## config.mk

```make
export PLATFORM = sky130hd
export DESIGN_NAME = alu_share_arb
export DESIGN_NICKNAME = d
export VERILOG_FILES = /design/src/rtl/alu_pkg.sv /design/src/rtl/rr_arbiter.sv /design/src/rtl/alu_share_arb.sv
export SDC_FILE = /design/constraint.sdc
export NUM_CORES = 1
export LEC_CHECK = 0
export CAP_MARGIN = 15
export CELL_PAD_IN_SITES_DETAIL_PLACEMENT = 0
export CELL_PAD_IN_SITES_GLOBAL_PLACEMENT = 1
export CORE_UTILIZATION = 17
export DETAILED_ROUTE_END_ITERATION = 8
export PLACE_DENSITY_LB_ADDON = 0.08
export SLEW_MARGIN = 20
export SYNTH_ARGS = -nofsm -noshare
export SYNTH_HDL_FRONTEND = slang
export SYNTH_SLANG_ARGS = --single-unit
```

## constraint.sdc

```tcl
create_clock -name clk -period 1.7 [get_ports clk]
set_clock_uncertainty 0.1 [all_clocks]
set_input_delay 0.17 -clock clk [delete_from_list [all_inputs] [get_ports clk]]
set_output_delay 0.17 -clock clk [all_outputs]
set_load 0.005 [all_outputs]
```

## src/rtl/alu_pkg.sv

```systemverilog
// alu_pkg: ALU widths, control codes and flag bit positions shared by the ALU and its arbiter
package alu_pkg;
    localparam int ALU_W  = 32;
    localparam int CTRL_W = 4;
    localparam int FLAG_W = 4;
    localparam int FLAG_N = 3;
    localparam int FLAG_Z = 2;
    localparam int FLAG_C = 1;
    localparam int FLAG_V = 0;
    typedef enum logic [CTRL_W-1:0] {
        ALU_ADD  = 4'd0,
        ALU_SUB  = 4'd1,
        ALU_AND  = 4'd2,
        ALU_OR   = 4'd3,
        ALU_SLT  = 4'd4,
        ALU_SLL  = 4'd5,
        ALU_SLTU = 4'd6,
        ALU_XOR  = 4'd7,
        ALU_SRL  = 4'd8,
        ALU_SRA  = 4'd9
    } alu_ctrl_e;
endpackage

```

## src/rtl/rr_arbiter.sv

```systemverilog
// rr_arbiter: one-hot round-robin grant, lowest requester at or above ptr first, then wrap
module rr_arbiter #(
    parameter int NREQ  = 2,
    parameter int PTR_W = 1
) (
    input  logic [NREQ-1:0]  req,
    input  logic [PTR_W-1:0] ptr,
    output logic [NREQ-1:0]  gnt
);
    logic [NREQ-1:0] mask;
    logic [NREQ-1:0] req_hi;
    always_comb begin
        mask   = {NREQ{1'b1}} << ptr;
        req_hi = req & mask;
        gnt    = |req_hi ? req_hi & (~req_hi + 1'b1) : req & (~req + 1'b1);
    end
endmodule

```

## src/rtl/alu_share_arb.sv

```systemverilog
// alu_share_arb: round-robin sharing of one ALU with a registered response; ALU_SHARE_ARB_PERF_EN adds grant_cnt
module alu_share_arb
    import alu_pkg::*;
#(
    parameter int NREQ  = 2,
    parameter int ID_W  = 1,
    parameter int CNT_W = 16
) (
    input  logic                   clk,
    input  logic                   rst_n,
    input  logic [NREQ-1:0]        req_valid,
    output logic [NREQ-1:0]        req_ready,
    input  logic [NREQ*ALU_W-1:0]  req_srcA,
    input  logic [NREQ*ALU_W-1:0]  req_srcB,
    input  logic [NREQ*CTRL_W-1:0] req_ctrl,
    output logic [ALU_W-1:0]       alu_srcA,
    output logic [ALU_W-1:0]       alu_srcB,
    output logic [CTRL_W-1:0]      alu_ctrl,
    input  logic [ALU_W-1:0]       alu_result,
    input  logic [FLAG_W-1:0]      alu_flags,
    output logic                   rsp_valid,
    input  logic                   rsp_ready,
    output logic [ALU_W-1:0]       rsp_result,
    output logic [FLAG_W-1:0]      rsp_flags,
`ifdef ALU_SHARE_ARB_PERF_EN
    output logic [NREQ*CNT_W-1:0]  grant_cnt,
`endif
    output logic [ID_W-1:0]        rsp_id
);
    logic [NREQ-1:0]   gnt;
    logic [ID_W-1:0]   gnt_idx;
    logic [ID_W-1:0]   rr_ptr_q, rr_ptr_d;
    logic [ID_W-1:0]   rsp_id_q, rsp_id_d;
    logic              rsp_valid_q, rsp_valid_d;
    logic [ALU_W-1:0]  rsp_result_q, rsp_result_d;
    logic [FLAG_W-1:0] rsp_flags_q, rsp_flags_d;
    logic              can_accept, accept;

    rr_arbiter #(.NREQ(NREQ), .PTR_W(ID_W)) u_arb (
        .req(req_valid),
        .ptr(rr_ptr_q),
        .gnt(gnt)
    );

    // AND-OR mux on the one-hot grant; zero grant drives ADD 0+0 into the ALU
    always_comb begin
        alu_srcA = '0;
        alu_srcB = '0;
        alu_ctrl = '0;
        gnt_idx  = '0;
        for (int i = 0; i < NREQ; i++) begin
            alu_srcA = alu_srcA | (req_srcA[i*ALU_W +: ALU_W] & {ALU_W{gnt[i]}});
            alu_srcB = alu_srcB | (req_srcB[i*ALU_W +: ALU_W] & {ALU_W{gnt[i]}});
            alu_ctrl = alu_ctrl | (req_ctrl[i*CTRL_W +: CTRL_W] & {CTRL_W{gnt[i]}});
            gnt_idx  = gnt[i] ? ID_W'(i) : gnt_idx;
        end
        can_accept   = ~rsp_valid_q | rsp_ready;
        req_ready    = gnt & {NREQ{can_accept}};
        accept       = |(req_valid & req_ready);
        rsp_valid_d  = accept | (rsp_valid_q & ~rsp_ready);
        rsp_result_d = accept ? alu_result : rsp_result_q;
        rsp_flags_d  = accept ? alu_flags : rsp_flags_q;
        rsp_id_d     = accept ? gnt_idx : rsp_id_q;
        rr_ptr_d     = !accept ? rr_ptr_q : (gnt_idx == ID_W'(NREQ - 1)) ? '0 : gnt_idx + 1'b1;
    end

    always_ff @(posedge clk or negedge rst_n) begin
        if (!rst_n) begin
            rr_ptr_q     <= '0;
            rsp_valid_q  <= 1'b0;
            rsp_result_q <= '0;
            rsp_flags_q  <= '0;
            rsp_id_q     <= '0;
        end else begin
            rr_ptr_q     <= rr_ptr_d;
            rsp_valid_q  <= rsp_valid_d;
            rsp_result_q <= rsp_result_d;
            rsp_flags_q  <= rsp_flags_d;
            rsp_id_q     <= rsp_id_d;
        end
    end

    assign rsp_valid  = rsp_valid_q;
    assign rsp_result = rsp_result_q;
    assign rsp_flags  = rsp_flags_q;
    assign rsp_id     = rsp_id_q;

`ifdef ALU_SHARE_ARB_PERF_EN
    logic [NREQ*CNT_W-1:0] cnt_q, cnt_d;

    always_comb begin
        cnt_d = cnt_q;
        for (int i = 0; i < NREQ; i++) begin
            cnt_d[i*CNT_W +: CNT_W] = (req_valid[i] & req_ready[i] & ~&cnt_q[i*CNT_W +: CNT_W]) ?
                                      cnt_q[i*CNT_W +: CNT_W] + 1'b1 : cnt_q[i*CNT_W +: CNT_W];
        end
    end

    always_ff @(posedge clk or negedge rst_n) begin
        if (!rst_n) begin
            cnt_q <= '0;
        end else begin
            cnt_q <= cnt_d;
        end
    end

    assign grant_cnt = cnt_q;
`endif
endmodule

```

==> flow_summary.json <==
{
  "finalSetupViolations": 69,
  "rrSetupSlack_ns": 0.17,
  "grt_max_degree": 23,
  "synth_cell_types": 18,
  "use_met3_pct": 6.22,
  "dieArea_um2": 13500,
  "pin_count": 285,
  "power.density_nw_per_um2": 705,
  "synthTopCellsByArea": "dfrtp_1, a22o_1, mux2_1",
  "cts_tree": "yes",
  "root_buffer": "clkbuf_16",
  "netlist_top_cells_count": "a22o_1, dfrtp_1, mux2_1",
  "violations": "negative setup slack",
  "min_path_type": "primary input to async pin",
  "path_class": "flip-flop to primary output",
  "grt_use_met1_pct": 15.7,
  "grt_pass1_wl_um": 15800,
  "grt_pass1_vias": 2872,
  "gr-usage-met2_pct": 29.9,
  "synth_edf_count": 0,
  "cts_buffers": 5,
  "rsz0062_at_grt": "yes",
  "synth_top_area_share_pct": 44.1,
  "grt-ovfl-total": 0,
  "max_clock_freq_mhz": 530,
  "worst_slack_ns": -0.188,
  "whs_ns": 0.254,
  "ff2ff_path_depth": 4,
  "ys_warn_count": 0,
  "chipHeight_um": 116,
  "period_share_pct": 111,
  "cts_num_sinks": 39,
  "drtIter0Drc": 93,
  "relSlewSlack_pct": 72.1,
  "clock_path_buffers": 2,
  "outcome": "complete, but fails checks",
  "synthFlopType": "dfrtp_1",
  "drtPass1Iterations": 4,
  "detail-route-antenna-nets": 0,
  "leakage_uw": 0.00252,
  "final_max_slew_viol_count": 0,
  "arrival_ns": 1.62,
  "cp-endpoint": "alu_srcA[25]",
  "ys_seq_elements": 39,
  "start_util_pct": 17.4,
  "core_um2": 12700,
  "cp.required_ns": 1.43,
  "place_hpwl_um": 8980,
  "clkTransAtPathRegs_ns": 0.06,
  "worstReg2RegEnd": "rsp_result[22]$_DFFE_PN0P_",
  "avgSynthCellArea_um2": 12.6,
  "hold_viol": 0,
  "post_drt_wl_per_cell_um": 17.7,
  "n_fill_cell": 1256,
  "via_per_inst": 4.29,
  "tightestPinTransition_ns": 0.419,
  "yosys.area.top_type": "dfrtp_1",
  "vdd.ir_drop.worst_v": 0.000438,
  "dr_total_vias": 2856,
  "port_buffers": 284,
  "synthArstFlopShare_pct": 100,
  "r2r-start": "rsp_valid$_DFF_PN0_",
  "synthToLayoutAreaGrowth_pct": 157,
  "htree_levels": 2,
  "clk_latency_ns": 0.28,
  "fp.dieW_um": 116,
  "cap_violations": 0,
  "final.min_clock_period_ns": 1.89,
  "startpoint": "rr_ptr_q$_DFFE_PN0P_",
  "grt_usage_pct": 15.5,
  "gp_congestion": 0.679,
  "crit_path_end_kind": "primary output",
  "synth_seq_area_share_pct": 44.1,
  "synth_nets": 352,
  "worstSetupStartpointType": "flip-flop",
  "fin_tns_setup_ns": -10.56,
  "netlist_area_um2": 2210,
  "rows": 41,
  "busiest_layer": "met2",
  "crit_fanout": 8,
  "routed_wl_um": 11800,
  "drc": 0,
  "drive_gt1_share_pct": 26.6,
  "yosysMostFrequentCell": "a22o_1",
  "synthCells": 175,
  "final_nets": 668,
  "antenna_found_initial": 1
}
worst min-delay path by stage:
stage	to	slack, ns	cells past startpoint
final	rsp_flags[0]$_DFFE_PN0P_	0.25	2
after global routing	rsp_flags[0]$_DFFE_PN0P_	0.30	2
after CTS	rsp_flags[1]$_DFFE_PN0P_	0.27	2
after detailed placement	rsp_flags[1]$_DFFE_PN0P_	0.03	1
after global placement	rsp_flags[0]$_DFFE_PN0P_	0.04	1
after floorplan	rr_ptr_q$_DFFE_PN0P_	-0.23	0
registers in the layout, indices dropped and copies added (netlist names):
register	count
rr_ptr_q	1
rsp_flags	4
rsp_id	1
rsp_result	32
rsp_valid	1
report_power, final:
part | internal (uW) | total [uW] | switching (uW) | leakage [uW]
logic | 1230 | 1810 | 577 | 0.00198
registers | 1060 | 1120 | 62.4 | 0.000453
clock network | 692 | 1070 | 381 | 0.0000838
total | 2980 | 4000 | 1020 | 0.00252
layout by cell type (no fill, tap or decap), types with 6 or more instances in the layout:
| master | n |
|---|---|
| a22o_1 | 68 |
| dfrtp_1 | 39 |
| mux2_2 | 6 |
| buf_6 | 16 |
| mux2_1 | 30 |
| buf_12 | 12 |
| clkdlybuf4s50_1 | 211 |
| buf_2 | 66 |
| buf_4 | 6 |
| clkbuf_16 | 9 |
what timing repair did:
item,4_1_cts,5_1_grt
gates cloned,5,4
hold endpoints to repair,17,0
pin swaps,12,17
hold buffers,1,0
resized for setup,298,17
buffers inserted,21,0
setup endpoints to repair,70,69
metrics by stage:
stage | power [uW] | utilization (%) | cell area (um^2) | instances | setup slack (ns)
after detailed placement | 2870 | 42.4 | 5370 | 630 | -0.529
after CTS | 4040 | 44.5 | 5630 | 663 | -0.267
after global placement | 2870 | 42.4 | 5370 | 630 | -0.495
after floorplan | 1640 | - | 2210 | 175 | 0.198
final | 4000 | 44.8 | 5680 | 665 | -0.188
after global routing | 4220 | 44.8 | 5680 | 665 | -0.274
layer usage:
metal  share of wire (%)  vias up  wire length [um]
met5                   0        -                 0
met4                 1.4        0               168
met3                  11       12              1280
met2                  54      147              6300
met1                  34     1371              4010
li1                    -     1326                 -
cell families (layout without fill, tap and decap cells):
logic type | after synthesis | count (layout) | synth area share [%]
multiplexers | 36 | 36 | 18.3
buffers and inverters | 19 | 336 | 6.62
other | 0 | 1 | 0
AO/OA/AOI/OAI | 73 | 73 | 28.6
flip-flops | 39 | 39 | 44.1
AND/OR/NAND/NOR | 8 | 8 | 2.26
final cells by class:
class,count,area (um^2),area share (%)
Timing Repair Buffer,328,3210,56.5
Multi-Input combinational cell,117,1110,19.5
Antenna cell,1,2.50,0.0441
Clock inverter,3,43.8,0.771
Tap cell,172,215,3.79
Sequential cell,39,976,17.2
Clock buffer,5,125,2.20
critical path, stage by stage, from the launching register on:
cell	delay, ns
dfrtp_1	0.39
nand2b_4	0.15
and2_4	0.19
buf_8	0.15
buf_16	0.14
a22o_1	0.18
buf_2	0.13
(Power assumes the default switching activity.)
